===== config.mk =====
export PLATFORM = sky130hd
export DESIGN_NAME = pc_fetch_unit_flat
export DESIGN_NICKNAME = d
export VERILOG_FILES = /design/src/rtl/pc_fetch_if.sv /design/src/rtl/pc_fetch_unit.sv /design/src/flat_wrapper.sv
export SDC_FILE = /design/constraint.sdc
export NUM_CORES = 1
export LEC_CHECK = 0
export BUFFER_PORTS_ARGS = -buffer_cell sky130_fd_sc_hd__buf_2
export CAP_MARGIN = 0
export CORE_MARGIN = 4
export CORE_UTILIZATION = 37
export CTS_CLUSTER_SIZE = 12
export DETAILED_ROUTE_END_ITERATION = 8
export SLEW_MARGIN = 25
export SYNTH_ARGS = -nofsm -noshare
export SYNTH_HDL_FRONTEND = slang
export SYNTH_SLANG_ARGS = --single-unit

===== constraint.sdc =====
create_clock -name clk -period 10.7 [get_ports clk]
set_input_delay 2.14 -clock clk [delete_from_list [all_inputs] [get_ports clk]]
set_output_delay 2.14 -clock clk [all_outputs]
set_load 0.01 [all_outputs]

===== src/rtl/pc_fetch_if.sv =====
// pc_fetch_if: bundles the fetch stage's decoder/datapath-facing signals.
//   master : decoder/datapath side, drives control inputs and observes pc/status.
//   slave  : pc_fetch_unit side.
//   Inputs to the fetch unit: stall, instr, branch, not_branch, jump, jr, zero,
//   imm16, target26, rs_data.
//   Outputs from the fetch unit: pc, pc_plus4, fetch_valid, halted, addr_error,
//   instr_count.
interface pc_fetch_if #(
    parameter int CNT_W = 32
);
    logic             stall;
    logic [31:0]      instr;
    logic             branch;
    logic             not_branch;
    logic             jump;
    logic             jr;
    logic             zero;
    logic [15:0]      imm16;
    logic [25:0]      target26;
    logic [31:0]      rs_data;
    logic [31:0]      pc;
    logic [31:0]      pc_plus4;
    logic             fetch_valid;
    logic             halted;
    logic             addr_error;
    logic [CNT_W-1:0] instr_count;

    modport master (
        output stall, instr, branch, not_branch, jump, jr, zero, imm16, target26, rs_data,
        input  pc, pc_plus4, fetch_valid, halted, addr_error, instr_count
    );

    modport slave (
        input  stall, instr, branch, not_branch, jump, jr, zero, imm16, target26, rs_data,
        output pc, pc_plus4, fetch_valid, halted, addr_error, instr_count
    );
endinterface


===== src/rtl/pc_fetch_unit.sv =====
// pc_fetch_unit: program counter and fetch sequencing for the single-cycle MIPS
// datapath. Holds the PC, forms the next PC from branch/jump/jr decode, runs a
// START/RUN/HALT sequencer, counts retired instructions and latches a sticky
// misaligned-jr error.
//   clk, rst : rising-edge clock, asynchronous active-high reset
//   bus      : pc_fetch_if.slave (control inputs in, pc/status out)
//
//   state   | meaning
//   --------+--------------------------------------------------------
//   START   | first cycle after reset, pc not yet a real fetch
//   RUN     | fetching; pc/instr describe a real instruction
//   HALT    | halt word or misaligned jr seen; frozen until reset
//   (2'b11) | unreachable, behaves as HALT
module pc_fetch_unit #(
    parameter logic [31:0] RESET_PC  = 32'h0000_0000,
    parameter logic [31:0] HALT_WORD = 32'hFFFF_FFFF,
    parameter int          CNT_W     = 32
) (
    input logic        clk,
    input logic        rst,
    pc_fetch_if.slave  bus
);
    typedef enum logic [1:0] {
        ST_START = 2'b00,
        ST_RUN   = 2'b01,
        ST_HALT  = 2'b10
    } state_t;

    state_t           state_q, state_d;
    logic [31:0]      pc_q, pc_d;
    logic [CNT_W-1:0] cnt_q, cnt_d;
    logic             err_q, err_d;

    logic [31:0]      pc_plus4;
    logic [31:0]      br_off;
    logic             taken;
    logic [31:0]      next_pc;

    always_comb begin
        pc_plus4 = pc_q + 32'd4;
        br_off   = {{14{bus.imm16[15]}}, bus.imm16, 2'b00};
        taken    = (bus.branch & bus.zero) | (bus.not_branch & ~bus.zero);
        next_pc  = pc_plus4;
        if (bus.jr)
            next_pc = bus.rs_data;
        else if (bus.jump)
            next_pc = {pc_plus4[31:28], bus.target26, 2'b00};
        else if (taken)
            next_pc = pc_plus4 + br_off;
    end

    always_comb begin
        state_d = state_q;
        pc_d    = pc_q;
        cnt_d   = cnt_q;
        err_d   = err_q;
        case (state_q)
            ST_START: state_d = ST_RUN;
            ST_RUN: begin
                // stall outranks everything, then the halt word, then a bad jr
                if (!bus.stall) begin
                    if (bus.instr == HALT_WORD) begin
                        state_d = ST_HALT;
                    end else if (bus.jr && (bus.rs_data[1:0] != 2'b00)) begin
                        err_d   = 1'b1;
                        state_d = ST_HALT;
                    end else begin
                        pc_d = next_pc;
                        if (cnt_q != {CNT_W{1'b1}})
                            cnt_d = cnt_q + CNT_W'(1);
                    end
                end
            end
            default: state_d = ST_HALT;
        endcase
    end

    always_ff @(posedge clk or posedge rst) begin
        if (rst) begin
            state_q <= ST_START;
            pc_q    <= RESET_PC;
            cnt_q   <= '0;
            err_q   <= 1'b0;
        end else begin
            state_q <= state_d;
            pc_q    <= pc_d;
            cnt_q   <= cnt_d;
            err_q   <= err_d;
        end
    end

    assign bus.pc          = pc_q;
    assign bus.pc_plus4    = pc_plus4;
    assign bus.fetch_valid = (state_q == ST_RUN);
    // bit 1 covers both HALT and the unreachable encoding
    assign bus.halted      = state_q[1];
    assign bus.addr_error  = err_q;
    assign bus.instr_count = cnt_q;
endmodule


===== src/flat_wrapper.sv =====
// flat-port wrapper written by rule: the top's interface ports become plain ports
module pc_fetch_unit_flat 
#(
    parameter logic [31:0] RESET_PC  = 32'h0000_0000,
    parameter logic [31:0] HALT_WORD = 32'hFFFF_FFFF,
    parameter int          CNT_W     = 32
)
  (clk, rst, bus_stall, bus_instr, bus_branch, bus_not_branch, bus_jump, bus_jr, bus_zero, bus_imm16, bus_target26, bus_rs_data, bus_pc, bus_pc_plus4, bus_fetch_valid, bus_halted, bus_addr_error, bus_instr_count);
  pc_fetch_if #(.CNT_W(CNT_W)) bus_i ();
  input logic clk;
  input logic rst;
  input wire logic [$bits(bus_i.stall)-1:0] bus_stall;
  input wire logic [$bits(bus_i.instr)-1:0] bus_instr;
  input wire logic [$bits(bus_i.branch)-1:0] bus_branch;
  input wire logic [$bits(bus_i.not_branch)-1:0] bus_not_branch;
  input wire logic [$bits(bus_i.jump)-1:0] bus_jump;
  input wire logic [$bits(bus_i.jr)-1:0] bus_jr;
  input wire logic [$bits(bus_i.zero)-1:0] bus_zero;
  input wire logic [$bits(bus_i.imm16)-1:0] bus_imm16;
  input wire logic [$bits(bus_i.target26)-1:0] bus_target26;
  input wire logic [$bits(bus_i.rs_data)-1:0] bus_rs_data;
  output wire logic [$bits(bus_i.pc)-1:0] bus_pc;
  output wire logic [$bits(bus_i.pc_plus4)-1:0] bus_pc_plus4;
  output wire logic [$bits(bus_i.fetch_valid)-1:0] bus_fetch_valid;
  output wire logic [$bits(bus_i.halted)-1:0] bus_halted;
  output wire logic [$bits(bus_i.addr_error)-1:0] bus_addr_error;
  output wire logic [$bits(bus_i.instr_count)-1:0] bus_instr_count;
  assign bus_i.stall = bus_stall;
  assign bus_i.instr = bus_instr;
  assign bus_i.branch = bus_branch;
  assign bus_i.not_branch = bus_not_branch;
  assign bus_i.jump = bus_jump;
  assign bus_i.jr = bus_jr;
  assign bus_i.zero = bus_zero;
  assign bus_i.imm16 = bus_imm16;
  assign bus_i.target26 = bus_target26;
  assign bus_i.rs_data = bus_rs_data;
  assign bus_pc = bus_i.pc;
  assign bus_pc_plus4 = bus_i.pc_plus4;
  assign bus_fetch_valid = bus_i.fetch_valid;
  assign bus_halted = bus_i.halted;
  assign bus_addr_error = bus_i.addr_error;
  assign bus_instr_count = bus_i.instr_count;
  pc_fetch_unit #(.RESET_PC(RESET_PC), .HALT_WORD(HALT_WORD), .CNT_W(CNT_W)) u_core (.clk(clk), .rst(rst), .bus(bus_i));
endmodule

Word-level counts from Yosys, hierarchy flattened --
Cells that the tools add are included.
Storage, ports and cells: register bits after elaboration 67, latch bits 0, RAM bits 0, ROM bits 0, input port bits 114, output and inout port bits 99, word-level logic and storage cells 33, memories kept 0
Cells by class: add/sub/neg operators 3, multipliers 0, divide/modulo/power cells 0, order comparisons 0, equal/unequal tests 5, shifts and indexed selects 0, mux-type cells 7, bitwise operators 7, reduce and logical (&&, ||, !) cells 7
Operators with widths (number):
- two-way mux 32 bit | 3
- adder 32 x 1 -> 32 bit (second input constant) | 1
- adder 32 x 3 -> 32 bit (second input constant) | 1
- adder 32 bit | 1
- equality test 32 bit (second input constant) | 1
- inequality test 32 bit (second input constant) | 1
- AND reduction 4 bit | 2
- two-way mux 2 bit | 3
- AND reduction 5 bit | 1
- inverter 1 bit | 4
- one-hot mux 2 bit (2 select lines) | 1
- inequality test 3 x 1 -> 1 bit (second input constant) | 1
- bitwise AND 1 bit | 2
- equality test 2 x 1 -> 1 bit (second input constant) | 1
- logical NOT 2 bit | 1
- inequality test 2 bit (second input constant) | 1
- AND reduction 2 bit | 1
- nonzero test 2 bit | 1
- logical AND 1 bit | 1
- bitwise OR 1 bit | 1

Depth between registers and ports, before layout --
depth after elaboration 6, gate-level depth with buffers 17, depth with buffers taken out 17

Least setup slack after synthesis --
Ideal clock, no wire load.
path type input to register, start point input bus_imm16[0], end point register u_core.pc_q[30] (netlist: u_core.bus.pc[30]), setup time 124 ps, arrival 4766 ps, required time 10576 ps, path slack 5810 ps, stages on the path 12, path buffers 0, cell sequence ha_1 -> fa_1 -> a21o_1 -> a21o_1 -> a2111oi_4 -> o21ai_0 -> a311oi_1 -> o221ai_1 -> a21oi_1 -> nor2_1 -> mux2i_1 -> o31a_1
On the way: cells in the longest elaborated chain, start to end 4
Ends and longest elaborated chain:
- start: declaration | RTL line flat_wrapper.sv:19 | input wire logic [$bits(bus_i.imm16)-1:0] bus_imm16;
- adder 32 bit | RTL line pc_fetch_unit.sv:49 | next_pc = pc_plus4 + br_off;
- two-way mux 32 bit | RTL line pc_fetch_unit.sv:48 | else if (taken)
- two-way mux 32 bit | RTL line pc_fetch_unit.sv:46 | else if (bus.jump)
- two-way mux 32 bit | RTL line pc_fetch_unit.sv:44 | if (bus.jr)
- end signal: assignment | RTL line pc_fetch_unit.sv:86 | pc_q <= pc_d;
- end: declaration | RTL line pc_fetch_unit.sv:30 | logic [31:0] pc_q, pc_d;
Every way passes these cells. A chain may end at the register's enable or synchronous reset.

Worst setup path in the final report --
Same ends and word-level chain as after synthesis.

==> metrics <==
outcome=finished, final reports clean; count of clock tree sinks=67; maximum fanout count along the critical path=3; Sw Share=0.466; vias in the first global route=5,919; sequential area share after synthesis=0.297; PortBufs=between 200 and 250; maximum clock frequency=198 MHz; number of flops mapped to enable cells by yosys=0; clock tree buffer depth=2; fin cells=1,077; DRT iter0 DRCs=392; ratio of cells with drive above 1 in the final layout=0.276; setup slack of the critical path after layout=5650 ps; synthesized flop and latch total=67; combined global-route utilization of all metal layers=0.227; async set or reset register ratio after synthesis=1.00; chip width=132 um; initial standard-cell utilization of the core=0.383; DRC viols=0; clock-pin slew of the registers on the worst-case setup and hold paths=roughly 60 ps; share of the clock period used by the worst path=0.472; # setup viols final=0; number of buffers created by CTS=9; max-cap violations=0; pin count of the biggest net entering global routing=68; R2R cell count=17; min Tclk post-route=around 5100 ps; most common library cell in the layout ignoring fill and taps=buf_2; count of instances resized after the clock tree is built=0; Die Y=approximately 130 um; P_int=around 0.0009 W; wire length of the first global-routing pass=32.2 mm; r2r endpoint=u_core.bus.pc[31]$_DFFE_PP0P_; startpoint of the most critical hold path=u_core.bus.instr_count[24]$_DFFE_PP0P_; NumNets Final=~1,000; peak supply drop=84.3 uV; worst slew pin tran=between 800 and 900 ps; Leakage=3.48 nW; slack of the worst reg-to-reg path=about 6200 ps; floorplan core area=14,800 um^2; ys flop type=dfrtp_1; clock network latency to the later pin of the worst-skew pair=340 ps; Setup Slack @ Placement=5330 ps; RSZ-0062 raised after global routing=no; worst flop-to-flop path startpoint=u_core.bus.pc[8]$_DFFE_PP0P_; weighted congestion reported at the end of routability-driven placement=between 0.9 and 1; total power per unit cell area=233 nW/um^2; buffers inserted by post-CTS timing repair=0; net load switching power=0.000777 W; area of the die=17,300 um^2; relative contribution of combinational cells to total power=0.591; type of the worst min-delay path=reg -> reg; CTS H-tree depth=3; root buffer cell=clkbuf_16; Max-Slew Margin vs Limit=0.408; Clock Skews=6.24 ps; # hold bufs at CTS=0; number of rows in the core area=44; post-synthesis instance total=688; Mean Syn Cell Area=around 8 um^2; arrival time of data at the critical path endpoint=5280 ps; number of library cell types mapped by synthesis=62; Vias/cell=5.54; Post-Syn Area=5650 um^2; post-route antenna net violation count=0; average detailed-routed wire length per instance=18.4 um; sum of negative setup slack=0 ps; most frequent cells in the layout=buf_2, nand2_1, dfrtp_1; crit path capture type=flip-flop; CP Launch Type=input port; clock tree from TritonCTS=built; total placed cells including tap cells=about 1,100; Top Ports=213; Worst Hold Path EP=u_core.bus.instr_count[24]$_DFFE_PP0P_; hold violation total from the final report=0; Mapped Nets=840; gr ovfl total=0; Worst Hold Path Cells=1; final-layout worst hold slack=484 ps; first drt pass iteration count=4; HPWL reported at the end of detailed placement=15.2 mm; antenna violations before repair=3; area added between synthesis and finish=26.3%; Sequential Power Share=0.244; via total after detailed routing=slightly below 6,000; CP required=10,930 ps; max-slew violation count=0; routed wire length=19.8 mm; number of warning messages in the yosys log=0; type of the worst setup path=in -> reg; Clk pwr share=0.166
==> power groups by stage <==
stage                     Clock, W  Combinational, W  Sequential, W
after floorplan                  0          0.000646       0.000420
after global placement           0          0.000974       0.000410
after detailed placement         0          0.000972       0.000409
after CTS                 0.000284          0.000977       0.000406
after global routing      0.000296           0.00109       0.000420
final                     0.000276          0.000984       0.000406
==> worst max path at each step <==
stage,end,startpoint,slack [ps]
6_report,u_core.bus.pc[30]$_DFFE_PP0P_,bus_imm16[0],5650
5_1_grt,u_core.bus.pc[30]$_DFFE_PP0P_,bus_imm16[0],5500
4_1_cts,u_core.bus.pc[30]$_DFFE_PP0P_,bus_imm16[0],5670
3_5_place_dp,u_core.bus.pc[30]$_DFFE_PP0P_,bus_imm16[0],5330
3_3_place_gp,u_core.bus.pc[30]$_DFFE_PP0P_,bus_imm16[0],5360
2_1_floorplan,u_core.bus.pc[30]$_DFFE_PP0P_,bus_imm16[0],5810
==> sequential cells by signal, summed over array words and instances, names as in the netlist <==
name / flops
u_core.state_q: 2
u_core.bus.instr_count: 32
u_core.bus.addr_error: 1
u_core.bus.pc: 32
==> cell type report <==
type,count,area (um^2)
well taps,184,230
inverters,16,60.1
clock buffers,11,243
repair buffers,217,1100
fillers,1563,7610
diodes,2,5.00
clock inverters,4,27.5
flip-flops and latches,67,1680
multi-input cells,576,3800
==> metrics by stage <==
stage,power (W),cell area (um^2),utilization
after floorplan,0.00107,5650,-
after global placement,0.00138,6860,0.465
after detailed placement,0.00138,6860,0.465
after CTS,0.00167,7130,0.484
after global routing,0.00181,7140,0.484
final,0.00167,7140,0.484
==> routing by layer <==
layer / share of wire / up-vias / track usage
met2: 0.45 / 219 / 0.360
met3: 0.083 / 19 / 0.0787
met5: 0.0011 / - / 0
met4: 0.012 / 4 / 0.0455
li1: - / 2924 / -
met1: 0.46 / 2803 / 0.302
==> logic make-up (layout without fill, tap and decap cells) <==
kind of cell / count (synthesis) / in the layout / synth area share
adders and majority gates: 38 / 38 / 0.0854
and+or+nand+nor: 263 / 263 / 0.234
xor gates and xnor gates: 78 / 78 / 0.121
buffers and inverters: 45 / 248 / 0.0321
AOI/OAI and AO/OA: 189 / 189 / 0.216
muxes: 8 / 8 / 0.0148
DFF: 67 / 67 / 0.297
other: 0 / 2 / 0
==> cells in the mapped netlist, types with 13 or more instances <==
library cell  count  area (um^2)
nand2_1          76          285
dfrtp_1          67         1680
xnor2_1          55          482
nor2_1           52          195
o21ai_0          50          250
a21oi_1          48          240
ha_1             37          463
nand3_1          35          175
nand4_1          29          181
clkbuf_1         25         93.8
xor2_1           23          201
and3_1           21          131
inv_1            15         56.3
a21o_1           14          105
and4_1           13          114
==> critical path, stage by stage <==
cell,delay (ps)
buf_2,100
ha_1,200
fa_1,410
a21o_1,200
a21o_1,220
a2111oi_4,470
o21ai_0,170
a311oi_1,450
o221ai_1,170
a21oi_1,250
nor2_1,100
mux2i_1,120
o31a_1,270
No activity file was read; power rests on OpenSTA's default activity.
